$ cat config.mk
export PLATFORM = sky130hd
export DESIGN_NAME = stick_game_ctrl
export DESIGN_NICKNAME = d
export VERILOG_FILES = /design/src/rtl/stick_game_ctrl.sv
export SDC_FILE = /design/constraint.sdc
export NUM_CORES = 1
export LEC_CHECK = 0
export ABC_AREA = 1
export CELL_PAD_IN_SITES_DETAIL_PLACEMENT = 0
export CELL_PAD_IN_SITES_GLOBAL_PLACEMENT = 2
export CORE_UTILIZATION = 28
export DETAILED_ROUTE_END_ITERATION = 6
export GPL_ROUTABILITY_DRIVEN = 1
export PLACE_DENSITY = 0.77
export SKIP_CTS_REPAIR_TIMING = 1
export SLEW_MARGIN = 5
export SYNTH_ARGS = -nofsm -noshare
export SYNTH_HDL_FRONTEND = slang
export SYNTH_SLANG_ARGS = --single-unit
$ cat constraint.sdc
create_clock -name clk -period 3.91 [get_ports clk]
set_clock_uncertainty 0.2 [all_clocks]
set_input_delay 0.5865 -clock clk [delete_from_list [all_inputs] [get_ports clk]]
set_output_delay 0.5865 -clock clk [all_outputs]
set_load 0.005 [all_outputs]
$ cat src/rtl/stick_game_ctrl.sv
// Game-control stage for the falling-stick game. It runs the idle / countdown /
// play / game-over sequence, drops one stick at a time and keeps score, misses,
// difficulty and remaining time. Every output comes straight from a register.
//
// state  | meaning
// -------+----------------------------------------------------------------
// IDLE   | waiting for start; difficulty may be adjusted
// COUNT  | 3-2-1 countdown, one digit per second of frame ticks
// PLAY   | timed play: sticks spawn, fall, get caught or missed
// OVER   | results held; start returns to IDLE
module stick_game_ctrl #(
    parameter int         NUM_STICKS     = 8,
    parameter int         Y_REST         = 300,
    parameter int         Y_FLOOR        = 570,
    parameter int         FRAMES_PER_SEC = 60,
    parameter int         GAME_SECONDS   = 60,
    parameter int         SPAWN_FRAMES   = 30,
    parameter int         MAX_MISSES     = 3,
    parameter logic [7:0] LFSR_SEED      = 8'hA5
) (
    input  logic                     clk,
    input  logic                     reset_n,
    input  logic                     frame_tick,
    input  logic                     start_pulse,
    input  logic                     diff_up_pulse,
    input  logic                     diff_down_pulse,
    input  logic [NUM_STICKS-1:0]    catch_pulse,
    output logic [1:0]               state,
    output logic [2:0]               difficulty,
    output logic [1:0]               countdown,
    output logic [10*NUM_STICKS-1:0] stick_y,
    output logic [7:0]               score,
    output logic [1:0]               misses,
    output logic [6:0]               time_left
);

    typedef enum logic [1:0] {
        S_IDLE  = 2'd0,
        S_COUNT = 2'd1,
        S_PLAY  = 2'd2,
        S_OVER  = 2'd3
    } state_t;

    localparam logic [9:0]  REST     = 10'(Y_REST);
    localparam logic [10:0] FLOOR    = 11'(Y_FLOOR);
    localparam logic [5:0]  DIV_LAST = 6'(FRAMES_PER_SEC - 1);
    localparam logic [6:0]  GAME_T   = 7'(GAME_SECONDS);
    localparam logic [4:0]  SPAWN_T  = 5'(SPAWN_FRAMES);
    localparam logic [1:0]  MISS_LIM = 2'(MAX_MISSES);

    state_t                         state_q, state_d;
    logic [2:0]                     diff_q, diff_d;
    logic [1:0]                     cd_q, cd_d;
    logic [NUM_STICKS-1:0][9:0]     stick_q, stick_d;
    logic [7:0]                     score_q, score_d;
    logic [1:0]                     misses_q, misses_d;
    logic [6:0]                     time_q, time_d;
    logic [5:0]                     div_q, div_d;
    logic [4:0]                     spawn_q, spawn_d;
    logic                           active_q, active_d;
    logic [2:0]                     idx_q, idx_d;
    logic [7:0]                     lfsr_q, lfsr_d;

    logic        lfsr_fb;
    logic [10:0] new_y;
    logic        catch_hit;
    logic        catch_any;
    logic        div_wrap;
    logic [1:0]  miss_cnt;

    assign lfsr_fb   = lfsr_q[7] ^ lfsr_q[5] ^ lfsr_q[4] ^ lfsr_q[3];
    // 11 bits so a stick near the bottom cannot wrap back to the top.
    assign new_y     = {1'b0, stick_q[idx_q]} + {8'b0, diff_q};
    assign catch_hit = active_q && catch_pulse[idx_q];
    assign catch_any = |catch_pulse;
    assign div_wrap  = frame_tick && (div_q == DIV_LAST);
    assign miss_cnt  = misses_q + 2'd1;

    // State register and all game registers; reset aborts any game in progress.
    always_ff @(posedge clk or negedge reset_n) begin
        if (!reset_n) begin
            state_q  <= S_IDLE;
            diff_q   <= 3'd1;
            cd_q     <= 2'd0;
            stick_q  <= {NUM_STICKS{REST}};
            score_q  <= 8'd0;
            misses_q <= 2'd0;
            time_q   <= 7'd0;
            div_q    <= 6'd0;
            spawn_q  <= 5'd0;
            active_q <= 1'b0;
            idx_q    <= 3'd0;
            lfsr_q   <= LFSR_SEED;
        end else begin
            state_q  <= state_d;
            diff_q   <= diff_d;
            cd_q     <= cd_d;
            stick_q  <= stick_d;
            score_q  <= score_d;
            misses_q <= misses_d;
            time_q   <= time_d;
            div_q    <= div_d;
            spawn_q  <= spawn_d;
            active_q <= active_d;
            idx_q    <= idx_d;
            lfsr_q   <= lfsr_d;
        end
    end

    // Next-state and register updates for every game phase.
    always_comb begin
        state_d  = state_q;
        diff_d   = diff_q;
        cd_d     = cd_q;
        stick_d  = stick_q;
        score_d  = score_q;
        misses_d = misses_q;
        time_d   = time_q;
        div_d    = div_q;
        spawn_d  = spawn_q;
        active_d = active_q;
        idx_d    = idx_q;
        lfsr_d   = {lfsr_q[6:0], lfsr_fb};

        case (state_q)
            S_IDLE: begin
                if (diff_up_pulse && !diff_down_pulse && diff_q != 3'd7) begin
                    diff_d = diff_q + 3'd1;
                end else if (diff_down_pulse && !diff_up_pulse && diff_q != 3'd1) begin
                    diff_d = diff_q - 3'd1;
                end
                if (start_pulse) begin
                    state_d = S_COUNT;
                    cd_d    = 2'd3;
                    div_d   = 6'd0;
                end
            end

            S_COUNT: begin
                if (frame_tick) begin
                    if (div_wrap) begin
                        div_d = 6'd0;
                        if (cd_q == 2'd1) begin
                            state_d  = S_PLAY;
                            cd_d     = 2'd0;
                            score_d  = 8'd0;
                            misses_d = 2'd0;
                            time_d   = GAME_T;
                            stick_d  = {NUM_STICKS{REST}};
                            spawn_d  = SPAWN_T;
                            active_d = 1'b0;
                        end else begin
                            cd_d = cd_q - 2'd1;
                        end
                    end else begin
                        div_d = div_q + 6'd1;
                    end
                end
            end

            S_PLAY: begin
                if (frame_tick) begin
                    div_d = div_wrap ? 6'd0 : div_q + 6'd1;
                    if (div_wrap) begin
                        time_d = time_q - 7'd1;
                    end
                    if (!active_q) begin
                        if (spawn_q <= 5'd1) begin
                            spawn_d  = 5'd0;
                            active_d = 1'b1;
                            idx_d    = lfsr_q[2:0];
                        end else begin
                            spawn_d = spawn_q - 5'd1;
                        end
                    end else if (!catch_hit) begin
                        // A catch in the same cycle pre-empts the fall, so no miss.
                        if (new_y >= FLOOR) begin
                            stick_d[idx_q] = REST;
                            misses_d       = miss_cnt;
                            active_d       = 1'b0;
                            spawn_d        = SPAWN_T;
                            if (miss_cnt == MISS_LIM) begin
                                state_d = S_OVER;
                            end
                        end else begin
                            stick_d[idx_q] = new_y[9:0];
                        end
                    end
                end

                if (catch_hit) begin
                    if (score_q != 8'hFF) begin
                        score_d = score_q + 8'd1;
                    end
                    stick_d[idx_q] = REST;
                    active_d       = 1'b0;
                    spawn_d        = SPAWN_T;
                end else if (catch_any && score_q != 8'd0) begin
                    score_d = score_q - 8'd1;
                end

                // Time expiry is applied after the catch so a last-moment catch still scores.
                if (div_wrap && time_q <= 7'd1) begin
                    state_d  = S_OVER;
                    stick_d  = {NUM_STICKS{REST}};
                    active_d = 1'b0;
                end
            end

            S_OVER: begin
                if (start_pulse) begin
                    state_d = S_IDLE;
                end
            end

            default: begin
                state_d = S_IDLE;
            end
        endcase
    end

    assign state      = state_q;
    assign difficulty = diff_q;
    assign countdown  = cd_q;
    assign stick_y    = stick_q;
    assign score      = score_q;
    assign misses     = misses_q;
    assign time_left  = time_q;

endmodule

==> results of run 1 <==
[state kept, by name, indices dropped and copies added, names as in the netlist]
register / flops
stick_y: 80
lfsr_q: 8
score: 8
time_left: 7
div_q: 6
spawn_q: 5
difficulty: 3
idx_q: 3
countdown: 2
misses: 2
state: 2
active_q: 1
[metrics by stage]
step                utilization (%)  setup TNS, ps  setup slack (ps)
finish                         38.7              0              62.2
global route                   38.7          -1720              -106
CTS                            37.3         -33960              -485
detailed placement             35.5         -32230              -470
global placement               35.5         -29090              -438
floorplan                         -              0              40.2
[layout make-up]
class,count,area share [%]
Tap cell,396,4.16
Inverter,182,5.86
Sequential cell,127,27.1
Multi-Input combinational cell,991,41.3
Clock inverter,11,0.997
Timing Repair Buffer,217,16.9
Clock buffer,21,3.70
[synthesized netlist by cell type, types with 3 or more instances]
library cell	count
sky130_fd_sc_hd__clkinv_1	3
sky130_fd_sc_hd__o21ai_1	13
sky130_fd_sc_hd__buf_6	4
sky130_fd_sc_hd__o21ai_0	84
sky130_fd_sc_hd__nor3_1	10
sky130_fd_sc_hd__nor4_1	7
sky130_fd_sc_hd__nor2_1	145
sky130_fd_sc_hd__nor2_4	6
sky130_fd_sc_hd__buf_2	10
sky130_fd_sc_hd__nand2_2	5
sky130_fd_sc_hd__inv_1	168
sky130_fd_sc_hd__nand2_1	445
sky130_fd_sc_hd__ha_1	24
sky130_fd_sc_hd__dfrtp_1	90
sky130_fd_sc_hd__a211oi_1	3
sky130_fd_sc_hd__nor2_2	8
sky130_fd_sc_hd__o22ai_1	16
sky130_fd_sc_hd__a21oi_1	116
sky130_fd_sc_hd__clkbuf_1	15
sky130_fd_sc_hd__nand4_1	26
sky130_fd_sc_hd__xnor2_1	8
sky130_fd_sc_hd__buf_4	5
sky130_fd_sc_hd__nand3_1	43
sky130_fd_sc_hd__buf_1	4
sky130_fd_sc_hd__a221oi_1	3
sky130_fd_sc_hd__inv_2	10
sky130_fd_sc_hd__xor2_1	8
sky130_fd_sc_hd__dfstp_2	37
[per-layer routing]
metal	track usage, %	share of wire [%]	vias to the layer above
met5	0	0	-
met4	5.45	1.5	0
met3	3.02	4.5	32
met1	30.7	49	4488
li1	-	-	4680
met2	35.1	45	247
[path summary, 6_finish.rpt]
check	end	start	cells past startpoint
min in group clk	lfsr_q[7]$_DFF_PN1_	lfsr_q[6]$_DFF_PN0_	0
hold reg to reg	lfsr_q[7]$_DFF_PN1_	lfsr_q[6]$_DFF_PN0_	0
hold / removal	score[5]$_DFFE_PN0P_	reset_n	1
setup / recovery	stick_y[1]$_DFFE_PN0P_	idx_q[0]$_DFFE_PN0P_	25
max in group asynchronous	stick_y[2]$_DFFE_PN1P_	reset_n	2
setup reg to reg	stick_y[1]$_DFFE_PN0P_	idx_q[0]$_DFFE_PN0P_	25
[power groups by stage]
stage	Clock [uW]	Sequential (uW)	Combinational, uW
final	1580	2180	5240
after global routing	1670	2230	5740
after CTS	1620	2170	4810
after detailed placement	0	2180	4780
after global placement	0	2180	4780
after floorplan	0	2040	2730
[worst max-delay path: stages, from the launching register on]
cell,delay (ps)
sky130_fd_sc_hd__dfrtp_2,470
sky130_fd_sc_hd__buf_4,170
sky130_fd_sc_hd__buf_6,90
sky130_fd_sc_hd__nor2_2,50
sky130_fd_sc_hd__inv_1,80
sky130_fd_sc_hd__o22ai_2,90
sky130_fd_sc_hd__a221oi_4,300
sky130_fd_sc_hd__o2111ai_4,240
sky130_fd_sc_hd__ha_4,310
sky130_fd_sc_hd__nand2_1,70
sky130_fd_sc_hd__nand2_1,50
sky130_fd_sc_hd__a31oi_2,190
sky130_fd_sc_hd__buf_4,160
sky130_fd_sc_hd__nand2_1,70
sky130_fd_sc_hd__nand3_1,100
sky130_fd_sc_hd__nor2_1,50
sky130_fd_sc_hd__nand2_1,70
sky130_fd_sc_hd__nand2_2,60
sky130_fd_sc_hd__o21bai_4,200
sky130_fd_sc_hd__nand2_4,130
sky130_fd_sc_hd__buf_12,170
sky130_fd_sc_hd__nor2_4,190
sky130_fd_sc_hd__nand2_1,80
sky130_fd_sc_hd__nand2_1,60
sky130_fd_sc_hd__nand2_1,50
sky130_fd_sc_hd__nand2_1,70
[logic make-up (layout without fill, tap and decap cells)]
kind of cell | Yosys count | in the layout | share of synthesized area (%)
xor gates and xnor gates | 16 | 16 | 1.59
buffers and inverters | 221 | 431 | 10.3
and+or+nand+nor | 701 | 701 | 32.7
AOI/OAI and AO/OA | 248 | 248 | 15.0
DFF | 127 | 127 | 36.5
adders and majority gates | 26 | 26 | 3.86
==> impl_metrics.tcl, run 1 <==
set metrics [dict create \
    drt_pass_1_iters 7 \
    cts_root_buffer "sky130_fd_sc_hd__clkbuf_16" \
    core.rowCount 64 \
    holdCritPathClass "in2async" \
    gr-usage-all-layers_pct 21.8 \
    n_fill_cell 3256 \
    clkSinkCount 127 \
    setup.worst_path.start_class "register" \
    grt_max_degree 69 \
    multi_input_area_um2 4920 \
    core_region_area_um2 30800 \
    cts_tree "built" \
    violations "DRC, hold timing" \
    place_hpwl_um 26400 \
    nets 1576 \
    maxSlewViolCount 0 \
    syn-cell-area_um2 8820 \
    synthesized_flop_and_latch_total 127 \
    required_ps 4080 \
    clock_tree.htree_level_count 4 \
    drt-vias-per-instance 4.86 \
    ys_types 45 \
    design.portCount 118 \
    number_of_warnings_issued_by_yosys 0 \
    globalRouteOverflowTotal 0 \
    dpl.cell_count 1893 \
    drt-total-wl_um 35100 \
    r2r_slack_ps 60 \
    drv.max_cap_violation_count 0 \
    crit_fanout 5 \
    post_synthesis_mean_instance_area_um2 6.59 \
    worst-slew-pin-transition_ps 708 \
    share_of_yosys_cell_area_claimed_by_the_top_area_cell_type_pct 25.5 \
    power.share.clock_pct 17.5 \
    syn_to_final_growth_pct 35.1 \
    grt_setup_unrepaired "true" \
    final_min_period_over_clock_period_pct 98.4 \
    vias 9447 \
    routedWlPerCell_um 18.1 \
    detail_route.iter0.violations 662 \
    timing_worst_setup_path_type "reg2reg" \
    mostFrequentLayoutCells "sky130_fd_sc_hd__nand2_1, sky130_fd_sc_hd__inv_1, sky130_fd_sc_hd__nor2_1" \
    post-route-min-period_ps 3850 \
    most_common_cell_after_layout_fill_and_taps_aside "sky130_fd_sc_hd__nand2_1" \
    cts_buffer_depth 2 \
    floorplan_die_area_um2 32200 \
    grt_first_pass_wirelength_um 54000 \
    gpl.final_weighted_congestion 0.891 \
    internal_power_uw 4720 \
    leakage_power_summed_over_all_cells_uw 0.00556 \
    fin_total_pwr_uw 9000 \
    post_dp_cell_area_um2 10900 \
    diode_insertion_count_for_antenna_repair 0 \
    register_area_um2 3230 \
    outcome "finished, violations left" \
    synthCells 1339 \
    critical_path.endpoint_type "register" \
    fp.dieH_um 180 \
    ys_top_cells_by_area "sky130_fd_sc_hd__dfrtp_1, sky130_fd_sc_hd__nand2_1, sky130_fd_sc_hd__dfstp_2, sky130_fd_sc_hd__inv_1, sky130_fd_sc_hd__a21oi_1" \
    power.share.sequential_pct 24.2 \
    antenna_found_initial 0 \
    achievable-frequency_ghz 0.260 \
    vdd.ir_drop.worst_mv 0.396 \
    p_per_area_nw_per_um2 755 \
    power.combinational.fraction_pct 58.3 \
    clock_network_latency_to_the_later_pin_of_the_worst_skew_pair_ps 430 \
    timing.final.hold_violations 13 \
    first_global_vias 9043 \
    path_clk_slew_ps 60 \
    total_switching_power_uw 4280 \
    switching_share_pct 47.5 \
    post-route-drc-count 7 \
    critPathArrivalTime_ps 4020 \
    ant_nets_after_route 0 \
    post_route_cells_drive_above_1_share_pct 15.8 \
    finish.instance_area_um2 11900 \
    finalNonFillerCells 1945 \
    die_width_um 180 \
    cts-buffers-inserted 17 \
    synth_enable_flop_cells 0 \
    fin_hold_ws_ps -50.3 \
    synth-seq-area-share_pct 36.5 \
    synthArstFlopShare_pct 100 \
    post-synth-top-area-cell "sky130_fd_sc_hd__dfrtp_1" \
    synth_flop_cell "sky130_fd_sc_hd__dfrtp_1" \
    initial_core_util_pct 28.6 \
    synth_nets 1379 \
    max_slew_margin_pct 52.8 \
    finalSetupViolCount 0 \
    io_buffers 117 \
]
Note: power is estimated with default switching activity, not from simulation.
==> inputs of run 2 (changes only) <==
MAX_ROUTING_LAYER = met4   (was unset)
==> run 2 against run 1 <==
  * The run ends with DRC left
  * Combinational power up 4.0%
  * First-iteration DRC count up 8.9%
  * Global-route usage up 1.0 points
  * Maximum frequency up 1.3%
  * Sequential power about the same
  * Final cell count about the same
  * Critical path type unchanged
  * Critical endpoint unchanged
==> impl_metrics.tcl, run 2 (synthesis results as in run 1) <==
set metrics [dict create \
    final.setup.tns_ps 0 \
    routedWlPerCell_um 18.4 \
    holdCritPathClass "reg2reg" \
    drv.max_cap_violation_count 0 \
    cts_buffer_depth 2 \
    achievable-frequency_ghz 0.263 \
    crit_fanout 6 \
    final_min_period_over_clock_period_pct 97.1 \
    syn_to_final_growth_pct 36.6 \
    diode_insertion_count_for_antenna_repair 0 \
    vias 9431 \
    required_ps 4080 \
    design.portCount 118 \
    gr-usage-all-layers_pct 22.8 \
    post-route-drc-count 8 \
    drt-total-wl_um 35700 \
    regToRegStartpoint "idx_q[0]$_DFFE_PN0P_" \
    clkSinkCount 127 \
    largest_register_ff_count 80 \
    critPathArrivalTime_ps 3970 \
    outcome "finished, violations left" \
    core_region_area_um2 30800 \
    clock_tree.htree_level_count 4 \
    max_slew_margin_pct 51.4 \
    nets 1575 \
    hold_path.startpoint "lfsr_q[1]$_DFF_PN0_" \
    origin_of_the_worst_setup_path "idx_q[0]$_DFFE_PN0P_" \
    path_clk_slew_ps 70 \
    fin_hold_ws_ps 171 \
    maxSlewViolCount 0 \
    floorplan_die_area_um2 32200 \
    initial_core_util_pct 28.6 \
    grt_setup_unrepaired "true" \
    grt_max_degree 64 \
    die_width_um 180 \
    globalRouteOverflowTotal 0 \
    worst-slew-pin-transition_ps 728 \
    fp.dieH_um 180 \
    cts_tree "built" \
    leakage_power_summed_over_all_cells_uw 0.00561 \
    finalSetupViolCount 0 \
    first_global_vias 9167 \
    clock_network_latency_to_the_later_pin_of_the_worst_skew_pair_ps 430 \
    violations "DRC" \
    mostFrequentLayoutCells "sky130_fd_sc_hd__nand2_1, sky130_fd_sc_hd__inv_1, sky130_fd_sc_hd__nor2_1" \
    timing.final.hold_violations 0 \
    ant_nets_after_route 0 \
    most_common_cell_after_layout_fill_and_taps_aside "sky130_fd_sc_hd__nand2_1" \
    post_route_cells_drive_above_1_share_pct 16.9 \
    vdd.ir_drop.worst_mv 0.446 \
    setup.worst_path.start_class "register" \
    drt-vias-per-instance 4.85 \
    finish.instance_area_um2 12100 \
    cts-buffers-inserted 17 \
    io_buffers 117 \
    cts_root_buffer "sky130_fd_sc_hd__clkbuf_16" \
    gpl.final_weighted_congestion 0.906 \
    post_dp_cell_area_um2 10900 \
    drt_pass_1_iters 7 \
    detail_route.iter0.violations 721 \
    place_hpwl_um 26500 \
    grt_first_pass_wirelength_um 54700 \
    antenna_found_initial 0 \
    critical_path.endpoint_type "register" \
    post-route-min-period_ps 3800 \
    core.rowCount 64 \
    timing_worst_setup_path_type "reg2reg" \
    p_per_area_nw_per_um2 770 \
]
-- run 2: where the power goes --
part | internal [uW] | total (uW) | switching, uW
clock network | 946 | 1640 | 697
registers | 1730 | 2190 | 462
logic | 2130 | 5450 | 3320
-- run 2: through the flow --
stage / util (%) / worst slack (ps) / power, uW / instances
2_1_floorplan: - / 40.2 / 4770 / 1339
3_3_place_gp: 35.4 / -495 / 6960 / 1893
3_5_place_dp: 35.4 / -417 / 6960 / 1893
4_1_cts: 37.3 / -459 / 8650 / 1925
5_1_grt: 39.1 / -65.9 / 9960 / 1944
6_report: 39.1 / 112 / 9280 / 1944
-- run 2: cell type report --
| type | count | area, um2 |
|---|---|---|
| clock buffers | 17 | 425 |
| inverters | 182 | 693 |
| multi-input cells | 991 | 5030 |
| well taps | 396 | 495 |
| flip-flops and latches | 127 | 3230 |
| repair buffers | 216 | 2020 |
| fillers | 3261 | 18800 |
| clock inverters | 15 | 159 |
-- run 2: worst max-delay path: stages, from the launching register on --
cell and delay [ps]:
sky130_fd_sc_hd__dfrtp_2 560, sky130_fd_sc_hd__buf_6 170, sky130_fd_sc_hd__buf_6 100, sky130_fd_sc_hd__nor2_4 40
sky130_fd_sc_hd__buf_4 140, sky130_fd_sc_hd__a22oi_2 210, sky130_fd_sc_hd__o2111ai_4 210, sky130_fd_sc_hd__ha_4 360
sky130_fd_sc_hd__nand2_2 50, sky130_fd_sc_hd__nand2_2 70, sky130_fd_sc_hd__a31oi_4 50, sky130_fd_sc_hd__buf_6 140
sky130_fd_sc_hd__nor2_4 140, sky130_fd_sc_hd__nand2_2 70, sky130_fd_sc_hd__nand2_1 70, sky130_fd_sc_hd__nand2_2 70
sky130_fd_sc_hd__nand2_2 70, sky130_fd_sc_hd__nand2_2 70, sky130_fd_sc_hd__o21bai_4 190, sky130_fd_sc_hd__nand2_4 160
sky130_fd_sc_hd__buf_12 190, sky130_fd_sc_hd__nor2_4 170, sky130_fd_sc_hd__nand2_1 70, sky130_fd_sc_hd__nand2_1 60
sky130_fd_sc_hd__nand2_1 50, sky130_fd_sc_hd__nand2_1 60
-- run 2: path summary, 6_finish.rpt --
check / end / slack [ps] / depth (start not counted)
min: lfsr_q[2]$_DFF_PN1_ / 170 / 0
max in group asynchronous: stick_y[65]$_DFFE_PN1P_ / 2130 / 3
max: stick_y[1]$_DFFE_PN0P_ / 110 / 25
min in group asynchronous: score[5]$_DFFE_PN0P_ / 520 / 2
min reg2reg: lfsr_q[2]$_DFF_PN1_ / 170 / 0
max reg2reg: stick_y[1]$_DFFE_PN0P_ / 110 / 25
-- run 2: metal layers --
metal  vias up  track usage (%)  part of all wire [%]
li1       4675                -                     -
met1      4450             31.2                    48
met2       275             35.3                    45
met3        31             3.53                   5.2
met4         0             5.72                   1.5
met5         -                -                     0
==> inputs of run 3 (changes only) <==
CTS_BUF_LIST = sky130_fd_sc_hd__clkbuf_8   (was unset)
SKIP_LAST_GASP = 1   (was unset)
==> run 3 against run 2 <==
  * The run still ends with DRC left
  * Routed wire length down 0.88%
  * Cell area down 2.1%
  * Clock-buffer cell count did not move
  * Maximum frequency fell by 2.8%
  * Via count down 0.31%
  * Combinational power decreased by 2%
  * Total power shrank 5.9%
  * Global-route usage decreased by 0.072 points
  * Critical endpoint is now stick_y[17]$_DFFE_PN0P_
==> impl_metrics.tcl, run 3 (synthesis results as in run 1) <==
set metrics [dict create \
    outcome "finished, violations left" \
    violations "DRC" \
    drt-vias-per-instance 4.84 \
    place_hpwl_um 26500 \
    cts_root_buffer "sky130_fd_sc_hd__clkbuf_8" \
    post-route-drc-count 7 \
    diode_insertion_count_for_antenna_repair 0 \
    grt_max_degree 64 \
    nets 1574 \
    maxSlewViolCount 0 \
    crit_fanout 6 \
    initial_core_util_pct 28.6 \
    vias 9402 \
    mostFrequentLayoutCells "sky130_fd_sc_hd__nand2_1, sky130_fd_sc_hd__inv_1, sky130_fd_sc_hd__nor2_1" \
    timing_worst_setup_path_type "reg2reg" \
    gr-usage-all-layers_pct 22.8 \
    clock_tree.htree_level_count 4 \
    gpl.final_weighted_congestion 0.906 \
    cts_buffer_depth 2 \
    cts_tree "built" \
    path_clk_slew_ps 100 \
    ant_nets_after_route 0 \
    critPathArrivalTime_ps 4030 \
    finalSetupViolCount 0 \
    most_common_cell_after_layout_fill_and_taps_aside "sky130_fd_sc_hd__nand2_1" \
    worst_path_max_delay_cell "sky130_fd_sc_hd__dfrtp_2" \
    power.combinational.fraction_pct 61.0 \
    vdd.ir_drop.worst_mv 0.316 \
    achievable-frequency_ghz 0.256 \
    multi_input_area_um2 4990 \
    timing.final.hold_violations 0 \
    core.rowCount 64 \
    io_buffers 117 \
    leakage_power_summed_over_all_cells_uw 0.00550 \
    worst_path_largest_cell_delay_ps 490 \
    fp.dieH_um 180 \
    clkSinkCount 127 \
    clock_network_latency_to_the_later_pin_of_the_worst_skew_pair_ps 470 \
    die_width_um 180 \
    register_area_um2 3230 \
    drt_pass_1_iters 7 \
    routedWlPerCell_um 18.2 \
    switching_share_pct 49.8 \
    globalRouteOverflowTotal 0 \
    final.setup.tns_ps 0 \
    internal_power_uw 4380 \
    total_switching_power_uw 4350 \
    worstPathCellList "buf_6 -> inv_4 -> nor2_4 -> inv_2 -> nor2_4 -> inv_2 -> o22ai_4 -> a221oi_4 -> nand4_1 -> ha_2 -> inv_1 -> fa_2 -> o21ai_4 -> o21ai_2 -> nor2_2 -> nand4_1 -> nand3_1 -> inv_1 -> o21ai_0 -> nand2_1 -> nand2_1 -> o21ai_0" \
    max_slew_margin_pct 51.3 \
    largest_register_ff_count 80 \
    detailroute.wirelength.met2_um 15900 \
    holdCritPathClass "reg2reg" \
    drt-total-wl_um 35400 \
    drv.max_cap_violation_count 0 \
    worst-slew-pin-transition_ps 730 \
    critical_path.endpoint_type "register" \
    detail_route.iter0.violations 783 \
    p_per_area_nw_per_um2 741 \
    power.share.clock_pct 14.0 \
    required_ps 4030 \
    post_route_cells_drive_above_1_share_pct 16.3 \
    final_min_period_over_clock_period_pct 99.9 \
    n_fill_cell 3292 \
    cts-buffers-inserted 17 \
    design.portCount 118 \
    fin_hold_ws_ps 165 \
    met3_length_um 2040 \
    routedLengthMet1_um 17000 \
    core_region_area_um2 30800 \
    r2r_slack_ps 3 \
    setup.worst_path.start_class "register" \
    floorplan_die_area_um2 32200 \
    top_layer_used "met4" \
    grt_first_pass_wirelength_um 54500 \
    first_global_vias 9138 \
    grt_setup_unrepaired "true" \
    power.share.sequential_pct 25.0 \
    antenna_found_initial 0 \
    post-route-min-period_ps 3910 \
    post_layout_utilization_of_the_core_pct 38.3 \
    syn_to_final_growth_pct 33.7 \
]
[run 3: worst paths after layout]
path | start | cells after the start | endpoint
max | idx_q[1]$_DFFE_PN0P_ | 22 | stick_y[17]$_DFFE_PN0P_
min | lfsr_q[1]$_DFF_PN0_ | 0 | lfsr_q[2]$_DFF_PN1_
max reg2reg | idx_q[1]$_DFFE_PN0P_ | 22 | stick_y[17]$_DFFE_PN0P_
min reg2reg | lfsr_q[1]$_DFF_PN0_ | 0 | lfsr_q[2]$_DFF_PN1_
max in group asynchronous | reset_n | 3 | stick_y[58]$_DFFE_PN1P_
min in group asynchronous | reset_n | 2 | score[5]$_DFFE_PN0P_
[run 3: worst max-delay path, delay by kind of cell (launching register included)]
| family | cells | cell delay (ps) |
|---|---|---|
| DFF | 1 | 490 |
| AOI/OAI and AO/OA | 6 | 760 |
| buffers and inverters | 6 | 550 |
| adders and majority gates | 2 | 550 |
| and+or+nand+nor | 8 | 1210 |
[run 3: power groups by stage]
stage               Combinational, uW  Clock, uW  Sequential (uW)
finish                           5330       1220             2180
global route                     5860       1310             2230
CTS                              4800       1250             2160
detailed placement               4780          0             2180
global placement                 4770          0             2180
floorplan                        2730          0             2040
[run 3: per-layer routing]
metal / global-route usage [%] / vias up
li1: - / 4665
met1: 31.2 / 4407
met2: 35.2 / 296
met3: 3.91 / 34
met4: 4.38 / 0
met5: - / -
[run 3: cell type report]
type | instances | share of cell area [%]
Inverter | 182 | 5.88
Tap cell | 396 | 4.20
Timing Repair Buffer | 215 | 16.9
Multi-Input combinational cell | 991 | 42.3
Sequential cell | 127 | 27.4
Clock buffer | 17 | 1.98
Clock inverter | 15 | 1.35
[run 3: metrics by stage]
| step | power, uW | std cells | worst slack, ps | instance area (um2) |
|---|---|---|---|---|
| after floorplan | 4770 | 1339 | 40.2 | 8820 |
| after detailed placement | 6960 | 1893 | -417 | 10900 |
| after CTS | 8220 | 1925 | -460 | 11300 |
| after global placement | 6960 | 1893 | -495 | 10900 |
| after global routing | 9410 | 1943 | -166 | 11800 |
| final | 8730 | 1943 | 2.79 | 11800 |
